`config.mk`:
```
export PLATFORM = sky130hd
export DESIGN_NAME = mux_4to1
export DESIGN_NICKNAME = d
export VERILOG_FILES = /design/src/rtl/mux_4to1.sv
export SDC_FILE = /design/constraint.sdc
export NUM_CORES = 1
export LEC_CHECK = 0
export ABC_AREA = 1
export BUFFER_PORTS_ARGS = -buffer_cell sky130_fd_sc_hd__buf_2
export CAP_MARGIN = 20
export CORE_MARGIN = 4
export CORE_UTILIZATION = 37
export DETAILED_ROUTE_END_ITERATION = 16
export GPL_TIMING_DRIVEN = 0
export PLACE_DENSITY = 0.93
export REMOVE_ABC_BUFFERS = 1
export SYNTH_ARGS = -nofsm -noshare
export SYNTH_HDL_FRONTEND = slang
export SYNTH_SLANG_ARGS = --single-unit
```
`constraint.sdc`:
```
create_clock -name clk -period 1.25 [get_ports clk]
set_input_delay 0.25 -clock clk [delete_from_list [all_inputs] [get_ports clk]]
set_output_delay 0.25 -clock clk [all_outputs]
set_load 0.005 [all_outputs]
```
`src/rtl/mux_4to1.sv`:
```
// 4-to-1 data selector with a combinational output and a registered copy.
// out tracks in0..in3/sel directly; out_q/sel_q hold last cycle's selection.
module mux_4to1 #(
    parameter int WIDTH = 8
) (
    input  logic             clk,
    input  logic             rst_n,
    input  logic [WIDTH-1:0] in0,
    input  logic [WIDTH-1:0] in1,
    input  logic [WIDTH-1:0] in2,
    input  logic [WIDTH-1:0] in3,
    input  logic [1:0]       sel,
    output logic [WIDTH-1:0] out,
    output logic [WIDTH-1:0] out_q,
    output logic [1:0]       sel_q
);

    logic [WIDTH-1:0] w_sel_data;
    logic [WIDTH-1:0] r_out_q;
    logic [1:0]       r_sel_q;

    always_comb begin
        // NOTE: default assigned first so no path leaves w_sel_data unassigned
        // (no latch); a non-binary sel matches no item and yields all-zero.
        w_sel_data = '0;
        case (sel)
            2'b00: w_sel_data = in0;
            2'b01: w_sel_data = in1;
            2'b10: w_sel_data = in2;
            2'b11: w_sel_data = in3;
            default: ;
        endcase
    end

    always_ff @(posedge clk or negedge rst_n) begin
        // NOTE: non-blocking assignments keep register updates order-independent.
        if (!rst_n) begin
            r_out_q <= '0;
            r_sel_q <= 2'b00;
        end else begin
            r_out_q <= w_sel_data;
            r_sel_q <= sel;
        end
    end

    assign out   = w_sel_data;
    assign out_q = r_out_q;
    assign sel_q = r_sel_q;

endmodule

```
After elaboration in Yosys (flattened, before gate mapping)
Index checks and enable logic that the tools add are counted.
{ "totals": {"reg_bits": 10, "latchBits": 0, "mem_bits_rw": 0, "mem_bits_ro": 0, "input_bits": 36, "output_inout_bits": 18, "word_cells": 7, "n_memories": 0} }
{ "classes": {"n_addsub": 0, "multipliers": 0, "div_mod_pow": 0, "n_lt_le_gt_ge": 0, "eq_ne": 3, "shift": 0, "mux": 1, "bitwise_logic": 0, "n_reduce_logical": 1} }
{ "op_table": {"columns": ["operator", "count"], "rows": [
  ["$pmux 8 s4", 1],
  ["$eq 2x2->1 const B", 2],
  ["$eq 2x1->1 const B", 1],
  ["$logic_not 2->1", 1]
]} }

Logic depth before layout (Yosys ltp)
{ "depth": {"ltp_word": 2, "ltp_mapped": 4} }

Worst setup path before layout
No wires, ideal clock.
{ "synth_timing": {"path_type": "input to output", "startpoint": "input sel[1]", "endpoint": "output out[0]", "arrival_time_ns": 0.693, "required_time_ns": 1.000, "path_slack_ns": 0.307, "stages": 4, "path_buffers": 2, "cell_sequence": "buf_6 buf_12 nand3_1 nand4_1"} }
{ "synth_between": {"elab_chain_len": 2, "word_cells_on_any_way": 5, "classes_between": "3 x eq/ne; 1 x mux; 1 x reduce/logical"} }
{ "synth_lines": {"columns": ["element", "line", "text"], "rows": [
  ["start: declaration", "12", "input logic [1:0] sel,"],
  ["$eq 2x2->1 (tied with other cells)", "26", "case (sel)"],
  ["$pmux 8 s4 (*)", "26", null],
  ["end: declaration", "13", "output logic [WIDTH-1:0] out,"]
]} }
Every way passes the cells marked *; elsewhere a longest branch is shown, timed or not.

Worst setup path after layout
{ "layout_timing": {"startpoint": "input sel[0]", "endpoint": "output out[4]"} }
Same word-level chain as after synthesis.

==> impl_metrics.py <==
metrics = {
    "place": {
        "port_buffers": 53,
        "dpl_worst_slack_ps": -135,
        "placed_cells": 121,
        "gp_congestion": 0.714,
        "hpwl_um": 1330,
    },
    "routing": {
        "wl_met1_um": 634,
        "via_per_inst": 5.31,
        "wl_per_cell_um": 14.1,
        "maxUsedRoutingLayer": "met4",
        "dr.first_iter.drc_count": 18,
        "num_vias": 664,
        "antenna_left": 0,
        "wl_met3_um": 197,
        "first_pass_iters": 5,
        "routed_wl_um": 1760,
        "wl_met2_um": 914,
        "drc": 0,
    },
    "synthesis": {
        "syn_area_um2": 547,
        "avgSynthCellArea_um2": 9.59,
        "yosys_warnings": 0,
        "synth_cells": 57,
        "synthDistinctLibCells": 9,
        "ys_ff_latch": 10,
        "yosysSeqAreaShare": 0.458,
    },
    "status": {
        "status": "finished clean",
    },
    "setup_path": {
        "start_kind": "input port",
        "critPathSlowestCell": "nor2_4",
        "crit_path_max_fanout": 19,
        "slowest_delay_ps": 200,
        "path_delay_family": "simple AND/OR/NAND/NOR gates",
        "end_kind": "primary output",
        "crit_type": "input port to primary output",
        "arrival_ps": 930,
        "worst-path-buf-inv": 2,
        "required_ps": 1000,
        "crit_chain": "buf_6, nor2_4, nand2_1, nand4_1, buf_2",
    },
    "global_route": {
        "grt_max_degree": 20,
        "antenna_found_initial": 0,
        "grt_usage": 0.169,
        "grt_pass1_vias": 583,
        "grt_pass1_wl_um": 2540,
        "overflow": 0,
    },
    "power_and_ir_drop": {
        "total_power_mw": 0.781,
        "ir_worst_vdd_v": 0.000439,
        "netSwitchingFraction": 0.269,
        "seq_power_share": 0.461,
        "p_sw_mw": 0.210,
        "p_clk_frac": 0.265,
        "p_leak_nw": 0.439,
        "power_density_nw_per_um2": 950,
        "cell_internal_pwr_mw": 0.571,
        "power_frac_comb": 0.274,
    },
    "sta": {
        "slew_viol_final": 0,
        "finalHoldViolations": 0,
        "relSlewSlack": 0.857,
        "finalCritPeriodShare": 0.941,
        "fin_crit_ps": 1180,
        "fmax_mhz": 850,
        "worst_pin_slew_ps": 214,
        "rsz0062_at_grt": "no",
        "finalSetupTns_ps": 0,
        "setup_slack_ps": 73.4,
        "finalSetupViolations": 0,
    },
    "run": {
        "maxCapViolCount": 0,
    },
    "layout": {
        "drive_gt1_frac": 0.564,
        "diodes": 0,
        "mostFrequentLayoutCells": "buf_2 (51), nand3_1 (21), dfrtp_1 (10)",
        "fillCellCount": 114,
        "fin_util": 0.609,
        "syn2layout_area_growth_pct": 50.3,
        "layout.nets": 148,
        "layout_commonest_cell": "buf_2",
        "stdcell_count": 125,
    },
    "floorplanning": {
        "die_h_um": 46.4,
        "start_util": 0.405,
        "core_um2": 1350,
        "ioPinCount": 54,
        "die_w_um": 46.4,
        "rows": 13,
        "die_area_um2": 2160,
    },
    "worst_hold_path": {
        "hp-class": "input port to flop",
    },
    "cts": {
        "cts_made_buffers": 3,
        "cts_setup_buffers": 0,
        "cts_tree": "yes",
        "clk_pin_slew_ps": 60,
        "clock-sinks": 10,
        "cts.htree.levels": 1,
        "cts_root_buf": "clkbuf_4",
        "clockBufferDepth": 2,
    },
}
## Yosys cell counts
master,n,area [µm²]
nand3_1,21,105
dfrtp_1,10,250
nand4_1,8,50.1
nand3_2,3,30.0
buf_12,2,40.0
inv_2,2,7.51
nor2_4,1,11.3
nand2_1,8,30.0
buf_6,2,22.5
## through the flow
step | hold WS [ps] | area, µm²
6_report | 173 | 822
5_1_grt | 170 | 822
4_1_cts | 215 | 806
3_5_place_dp | 115 | 768
3_3_place_gp | 109 | 768
2_1_floorplan | -45.6 | 484
## final cells by class
cell class              instances  area, µm²  share of cell area
repair buffers                 54        297               0.361
flip-flops and latches         10        250               0.304
multi-input cells              41        226               0.275
clock buffers                   3       22.5              0.0274
well taps                      15       18.8              0.0228
inverters                       2       7.51             0.00913
## state kept, by name (all words and copies together), names as in the netlist
name   count
out_q      8
sel_q      2
## power by group through the flow
| stage | registers, mW | clock network (mW) | logic (mW) |
|---|---|---|---|
| floorplan | 0.371 | 0 | 0.0543 |
| global placement | 0.365 | 0 | 0.199 |
| detailed placement | 0.366 | 0 | 0.203 |
| CTS | 0.360 | 0.213 | 0.209 |
| global route | 0.362 | 0.222 | 0.236 |
| finish | 0.360 | 0.207 | 0.214 |
## cells by family after synthesis
kind of cell           share of synthesized area
buffers and inverters                      0.128
DFF                                        0.458
and+or+nand+nor                            0.414
## worst paths after layout
check / from / end / slack (ps) / cells after the start
hold / removal: sel[1] / sel_q[1] / 170 / 1
max in group asynchronous: rst_n / out_q[0] / 700 / 2
setup / recovery: sel[0] / out[4] / 70 / 5
min in group asynchronous: rst_n / out_q[1] / 370 / 2
## metal layers
| layer | global-route usage | up-vias |
|---|---|---|
| li1 | - | 316 |
| met1 | 0.188 | 309 |
| met2 | 0.288 | 37 |
| met3 | 0.0391 | 2 |
| met4 | 0.102 | 0 |
| met5 | 0 | - |
## repair_timing
item | CTS | global route
setup endpoints to repair | 8 | 8
resized for setup | 2 | 4
pin swaps | 0 | 2
hold buffers | 1 | 0
hold endpoints to repair | 10 | 0
cloned | 0 | 0
Power figures use the tool's default switching activity.
